[src/rtl/modmul_arbiter_pkg.sv]
// modmul_arbiter_pkg: operand width and FSM state shared by the ModMul arbiter and its bench
package modmul_arbiter_pkg;
  localparam int P_WIDTH = 8;
  typedef enum logic [1:0] {IDLE, CLEAR, BUSY, RESP} state_t;
endpackage

[src/rtl/modmul_arbiter_rr_pick.sv]
// rr_pick: round-robin priority pick, first set request after last grant with wrap
module rr_pick #(
  parameter int N = 4
) (
  input  logic [N-1:0]         req,
  input  logic [$clog2(N)-1:0] last,
  output logic [$clog2(N)-1:0] grant,
  output logic                 any_valid
);
  localparam int W = $clog2(N);
  // Walk from the farthest offset down so the nearest requester after last wins.
  always_comb begin
    grant = '0;
    any_valid = 1'b0;
    for (int i = N; i >= 1; i--) begin
      if (req[(int'(last) + i) % N]) begin
        grant = W'((int'(last) + i) % N);
        any_valid = 1'b1;
      end
    end
  end
endmodule

[src/rtl/modmul_arbiter.sv]
// modmul_arbiter: shares one external ModMul between NUM_REQ requesters with round-robin grant and timeout
module modmul_arbiter
  import modmul_arbiter_pkg::*;
#(
  parameter int NUM_REQ = 4,
  parameter int TIMEOUT = 1023
) (
  input  logic                              clk,
  input  logic                              reset,
  input  logic [NUM_REQ-1:0]                req_valid,
  output logic [NUM_REQ-1:0]                req_ready,
  input  logic [NUM_REQ-1:0][P_WIDTH-1:0]   req_a,
  input  logic [NUM_REQ-1:0][P_WIDTH-1:0]   req_b,
  output logic                              rsp_valid,
  input  logic                              rsp_ready,
  output logic [$clog2(NUM_REQ)-1:0]        rsp_id,
  output logic [P_WIDTH-1:0]                rsp_r,
  output logic                              rsp_err,
  output logic [P_WIDTH-1:0]                mm_a,
  output logic [P_WIDTH-1:0]                mm_b,
  output logic                              mm_enable,
  output logic                              mm_clear,
  input  logic [P_WIDTH-1:0]                mm_r,
  input  logic                              mm_done
);
  localparam int IW = $clog2(NUM_REQ);
  localparam int CW = $clog2(TIMEOUT + 1);
  state_t state;
  logic [IW-1:0] last_grant, grant;
  logic any_valid;
  logic [CW-1:0] cnt;
  rr_pick #(.N(NUM_REQ)) u_pick (
    .req(req_valid),
    .last(last_grant),
    .grant(grant),
    .any_valid(any_valid)
  );
  assign req_ready = (state == IDLE && any_valid) ? NUM_REQ'(1) << grant : '0;
  assign rsp_valid = state == RESP;
  assign mm_enable = state == BUSY;
  assign mm_clear = state == CLEAR;
  always_ff @(posedge clk or posedge reset) begin
    if (reset) begin
      state <= IDLE;
      last_grant <= IW'(NUM_REQ - 1);
      rsp_id <= '0;
      rsp_r <= '0;
      rsp_err <= 1'b0;
      mm_a <= '0;
      mm_b <= '0;
      cnt <= '0;
    end else begin
      case (state)
        IDLE: if (any_valid) begin
          mm_a <= req_a[grant];
          mm_b <= req_b[grant];
          rsp_id <= grant;
          last_grant <= grant;
          state <= CLEAR;
        end
        CLEAR: begin
          cnt <= '0;
          state <= BUSY;
        end
        BUSY: begin
          cnt <= cnt + CW'(1);
          // A done arriving on the timeout cycle still delivers the real result.
          if (mm_done) begin
            rsp_r <= mm_r;
            rsp_err <= 1'b0;
            state <= RESP;
          end else if (cnt == CW'(TIMEOUT)) begin
            rsp_r <= '0;
            rsp_err <= 1'b1;
            state <= RESP;
          end
        end
        RESP: if (rsp_ready) state <= IDLE;
        default: state <= IDLE;
      endcase
    end
  end
endmodule

[config.mk]
export PLATFORM = sky130hd
export DESIGN_NAME = modmul_arbiter
export DESIGN_NICKNAME = d
export VERILOG_FILES = /design/src/rtl/modmul_arbiter_pkg.sv /design/src/rtl/modmul_arbiter_rr_pick.sv /design/src/rtl/modmul_arbiter.sv
export SDC_FILE = /design/constraint.sdc
export NUM_CORES = 1
export LEC_CHECK = 0
export BUFFER_PORTS_ARGS = -buffer_cell sky130_fd_sc_hd__buf_2
export CELL_PAD_IN_SITES_DETAIL_PLACEMENT = 0
export CELL_PAD_IN_SITES_GLOBAL_PLACEMENT = 1
export CORE_MARGIN = 2
export CORE_UTILIZATION = 37
export CTS_CLUSTER_DIAMETER = 150
export DETAILED_ROUTE_END_ITERATION = 12
export PLACE_DENSITY = 0.83
export SYNTH_ARGS = -nofsm -noshare
export SYNTH_HDL_FRONTEND = slang
export SYNTH_HIERARCHICAL = 1
export SYNTH_SLANG_ARGS = --single-unit
[constraint.sdc]
create_clock -name clk -period 5 [get_ports clk]
set_input_delay 0.25 -clock clk [delete_from_list [all_inputs] [get_ports clk]]
set_output_delay 0.25 -clock clk [all_outputs]
set_load 0.1 [all_outputs]
Yosys cells after proc, flatten, opt, wreduce, memory -nomap -nowiden
Cells that the tools add are included.
{ "classes": {"add_sub_neg": 5, "mul": 0, "div_mod_pow": 0, "order_cmp": 5, "n_eq_ne": 7, "shifts": 1, "muxes": 35, "bitwise": 4, "reduce_logical": 11} }
{ "ops": {"columns": ["cell", "n"], "rows": [
  ["8-bit binary-select mux with 2-bit select", 2],
  ["8-bit two-way mux", 4],
  ["10-bit case mux with 2 select lines", 1],
  ["3-bit by 4-bit < comparator with 1-bit output, second input constant", 4],
  ["2-bit two-way mux", 8],
  ["1-bit two-way mux", 14],
  ["10-bit by 1-bit adder with 10-bit output, second input constant", 1],
  ["10-bit == test, second input constant", 1],
  ["1-bit binary-select mux with 2-bit select", 4],
  ["2-bit case mux with 4 select lines", 1],
  ["2-bit OR reduction", 4],
  ["2-bit by 1-bit adder with 2-bit output, second input constant", 2],
  ["2-bit adder, second input constant", 2],
  ["1-bit AND, first input constant", 4],
  ["2-bit == test, second input constant", 2],
  ["4-bit two-way mux", 1],
  ["2-bit AND reduction", 2],
  ["2-bit nonzero test", 2],
  ["1-bit by 2-bit << shifter with 4-bit output, first input constant", 1],
  ["2-bit by 3-bit < comparator with 1-bit output, second input constant", 1],
  ["3-bit by 1-bit inequality test with 1-bit output, second input constant", 1],
  ["3-bit AND reduction", 1],
  ["2-bit by 1-bit == test with 1-bit output, second input constant", 1],
  ["2-bit zero test", 1],
  ["3 further kinds", 3]
]} }
{ "totals": {"register_bits": 41, "latchBits": 0, "mem_bits_rw": 0, "romBits": 0, "input_bits": 80, "n_memories": 0} }

Depth between registers and ports, before layout
{ "depth": {"depth_word": 12, "mapped_depth": 7, "ltp_nobuf": 6} }

By module
Netlist, hierarchy kept.
{ "modules_own_cells": {"columns": ["module", "instances", "cells_per_inst", "area_per_inst_um2"], "rows": [
  ["modmul_arbiter", 1, 177, 2189.6],
  ["rr_pick", 1, 14, 91.3]
]} }

Least setup slack after synthesis
Ideal clock, no wire load.
{ "synth_timing": {"path_kind": "register to output", "startpoint": "register last_grant[1]", "endpoint": "output req_ready[0]", "arrival_ns": 3.259, "required_ns": 4.750, "slack_ns": 1.491, "path_stages_with_launch": 7, "cell_sequence": "dfstp_2 -> a21oi_1 -> a31oi_1 -> a21oi_1 -> buf_2 -> buf_2 -> nor3_1"} }
{ "synth_between": {"elab_chain_len": 10, "elab_cells_between_ends": 27, "classes_between": "add/sub: 4; shift: 1; mux: 21; reduce/logical: 1"} }
{ "synth_rtl": {"columns": ["item", "line_no", "source"], "rows": [
  ["start, declared", "modmul_arbiter.sv:29", "logic [IW-1:0] last_grant, grant;"],
  ["start signal, assigned", "modmul_arbiter.sv:45", "last_grant <= IW'(NUM_REQ - 1);"],
  ["start signal, assigned", "modmul_arbiter.sv:58", "last_grant <= grant;"],
  ["2-bit by 1-bit adder with 2-bit output", "modmul_arbiter_rr_pick.sv:16, modmul_arbiter_rr_pick.sv:17", null],
  ["1-bit binary-select mux with 2-bit select", "modmul_arbiter_rr_pick.sv:16", "if (req[(int'(last) + i) % N]) begin"],
  ["1-bit two-way mux (not written as such) (2 in a row)", "modmul_arbiter_rr_pick.sv:16", null],
  ["2-bit two-way mux (3 in a row)", "modmul_arbiter_rr_pick.sv:16", null],
  ["2-bit two-way mux (*)", "modmul_arbiter_rr_pick.sv:16", null],
  ["via grant[1]", "modmul_arbiter.sv:29", null],
  ["1-bit by 2-bit << shifter with 4-bit output (*)", "modmul_arbiter.sv:38", "assign req_ready = (state == IDLE && any_valid) ? NUM_REQ'(1) << grant : '0;"],
  ["4-bit two-way mux (*)", "modmul_arbiter.sv:38", null],
  ["end, declared", "modmul_arbiter.sv:11", "output logic [NUM_REQ-1:0] req_ready,"]
]} }
The timed path passes the listed nets; every way through them passes the cells marked *. The select of a mux whose other input is x is not followed.

Worst setup path after layout
{ "layout_timing": {"startpoint": "register last_grant[1]", "endpoint": "output req_ready[2]"} }
The elaborated chain is that of the path after synthesis.

==> results.json <==
{
  "postRouteAntennaNets": 0,
  "yosys.area.top_type": "dfrtp_1",
  "core_area_um2": 5956,
  "grt_usage_pct": 16.99,
  "grt_pass1_wl_um": 8873,
  "slowest_stage": "a21oi_2",
  "clockBufferDepth": 2,
  "arrival_ns": 2.72,
  "clockRootBuffer": "clkbuf_8",
  "drive_gt1_share_pct": 54.46,
  "drtIter0Drc": 59,
  "n_fill_cell": 553,
  "status": "finished clean",
  "slew_viol_final": 0,
  "multi_input_area_um2": 1156,
  "grt_max_degree": 42,
  "syn_area_um2": 2281,
  "fp.dieW_um": 82.52,
  "critPathMaxFanout": 19,
  "setup_viol": 0,
  "cp-end-kind": "output port",
  "hold_path.class": "in -> async",
  "syn-instance-count": 191,
  "clock_sinks": 41,
  "design_area_um2": 3034,
  "yosysWarnings": 6,
  "dpl_cell_area_um2": 2900,
  "grt-ovfl-total": 0,
  "worst_pin_slew_ns": 1.052,
  "num_io_pins": 114,
  "clock_latency_ns": 0.29,
  "seq_area_um2": 1028,
  "cp_data_required_time_ns": 4.75,
  "cpPeakStageDelay_ns": 0.84,
  "die_y_um": 82.52,
  "hold_viol": 0,
  "n_antenna_cell": 0,
  "ys_types": 40,
  "cts_tree": "done",
  "ctsResizeCount": 0,
  "avgSynthCellArea_um2": 11.94,
  "cp-start-kind": "flip-flop",
  "yosysTopAreaCellShare_pct": 42.79,
  "cts_max_level": 2,
  "rsz0062_at_grt": "false",
  "synth-seq-area-share_pct": 45.09,
  "maxCapViolCount": 0,
  "clock_skew_ns": 0.009447,
  "grt_pass1_vias": 1951,
  "rows": 28,
  "crit_path_cell_trace": "a31oi_1 > a21oi_2 > nand3_1 > nor2_1 > buf_2",
  "timing.slew.headroom_pct": 29.88,
  "wl_um": 5748,
  "dr.pass1.iters": 4,
  "vias": 1981,
  "syn_nets": 276,
  "hpwl_um": 4392,
  "ys_seq_elements": 41,
  "layout_min_cycle_time_ns": 2.975,
  "synth_area_leaders": "dfrtp_1 43%, mux4_2 16%, mux2_2 7.9%",
  "drc": 0,
  "fp.dieArea_um2": 6809,
  "fin_setup_tns_ns": 0,
  "syn2layout_area_growth_pct": 33.02,
  "io_buffers": 113,
  "fin_crit_sh_pct": 59.50,
  "final_nets": 387,
  "wl_per_cell_um": 15.21,
  "viasPerCell": 5.241,
  "hold_buffers": 0,
  "cts.reportedPaths.clkPinSlew_ns": 0.08,
  "max_clock_freq_ghz": 0.3362,
  "initial_core_util_pct": 38.30,
  "cts_made_buffers": 5,
  "cts_setup_buffers": 0,
  "criticalPathCategory": "reg -> out",
  "antenna_found_initial": 0,
  "place_congestion": 0.7785
}
## logic make-up (layout without fill, tap and decap cells)
logic type               count (synthesis)  after routing  share of synthesized area [%]
AND/OR/NAND/NOR                         53             53                          11.14
flip-flops                              41             41                          45.09
AO/OA/AOI/OAI                           35             35                          11.74
multiplexers                            33             33                          24.14
buffers and inverters                   22            134                          4.388
adder cells (fa/ha/maj)                  5              5                          2.743
XOR/XNOR                                 2              2                         0.7681
## state kept, by name, summed over array words and instances (netlist names)
signal and flops:
state 2, mm_b 8, rsp_r 8, last_grant 2, mm_a 8, rsp_id 2, rsp_err 1, cnt 10
## synthesized netlist by cell type
master      n
dfrtp_1    39
nand2_1    17
mux2_2     16
mux4_2     16
inv_1      11
nor2_1     11
a22o_1      8
o21ai_0     8
nand3_1     7
buf_2       5
ha_1        5
nor3_1      5
a21oi_1     4
nand2b_1    4
a31oi_1     3
clkbuf_1    3
a22o_2      2
and2_1      2
and3_1      2
dfstp_2     2
xnor2_1     2
a21o_2      1
a21oi_2     1
a41oi_2     1
and2b_1     1
and3_4      1
buf_1       1
buf_4       1
buf_6       1
mux2i_1     1
nand4_1     1
o2111ai_1   1
o221ai_2    1
o22a_1      1
o22ai_1     1
o2bb2ai_1   1
o31ai_1     1
o32a_1      1
or3_1       1
or4_1       1
## metrics by stage
step | utilization (%) | worst slack (ns) | std cells | hold WS [ns]
finish | 50.95 | 2.025 | 378 | 0.06125
global route | 50.95 | 1.848 | 378 | 0.1040
CTS | 50.95 | 2.019 | 378 | 0.08975
detailed placement | 48.70 | 2.341 | 370 | 0.4059
global placement | 48.70 | 2.395 | 370 | 0.4096
floorplan | - | 1.491 | 191 | 0.3900
## cells in the final DEF (no fill, tap or decap), types with 2 or more instances in the layout
master and count:
mux2_2 16, nand3_1 7, a22o_1 8, a21oi_2 2, dfstp_2 2, and2_1 2
nand2b_1 4, inv_1 10, mux4_2 16, ha_1 5, and3_1 2, nor2_1 11
nor3_1 5, a22o_2 2, buf_2 113, dfrtp_1 39, nand2_1 17, buf_4 2
clkbuf_8 5, o21ai_0 8, bufinv_16 2, xnor2_1 2, a21oi_1 3, a31oi_1 3
## routing by layer
layer / global-route usage [%] / vias up / part of all wire, %
met3: 4.348 / 5 / 8.9
li1: - / 929 / -
met2: 30.56 / 85 / 48
met1: 20.14 / 962 / 42
met4: 4.426 / 0 / 1.1
met5: 0 / - / 0
## worst max-delay path: cells and delay by family (launching register included)
family	cells	cell delay (ns)
compound gates	2	0.96
buf+inv	1	0.44
flops	1	0.59
simple gates	2	0.45
## path summary, 6_finish.rpt
path | cells after the start | slack, ns | from | to
min | 3 | 0.06 | reset | mm_b[0]
max reg2reg | 6 | 2.38 | last_grant[1] | mm_a[2]
min reg2reg | 2 | 0.49 | last_grant[0] | last_grant[0]
min in group clk | 2 | 0.18 | mm_r[5] | rsp_r[5]
max in group asynchronous | 3 | 4.55 | reset | last_grant[1]
max | 5 | 2.03 | last_grant[1] | req_ready[2]
## area by class of cell
| class | instances | area share (%) |
|---|---|---|
| Clock buffer | 5 | 2.268 |
| Clock inverter | 3 | 2.144 |
| Inverter | 11 | 1.361 |
| Multi-Input combinational cell | 128 | 38.10 |
| Sequential cell | 41 | 33.90 |
| Tap cell | 75 | 3.093 |
| Timing Repair Buffer | 115 | 19.13 |
Power is left out: the tool's default activity adds up to more than one toggle a clock period on the data nets, which glitch-free logic cannot reach.
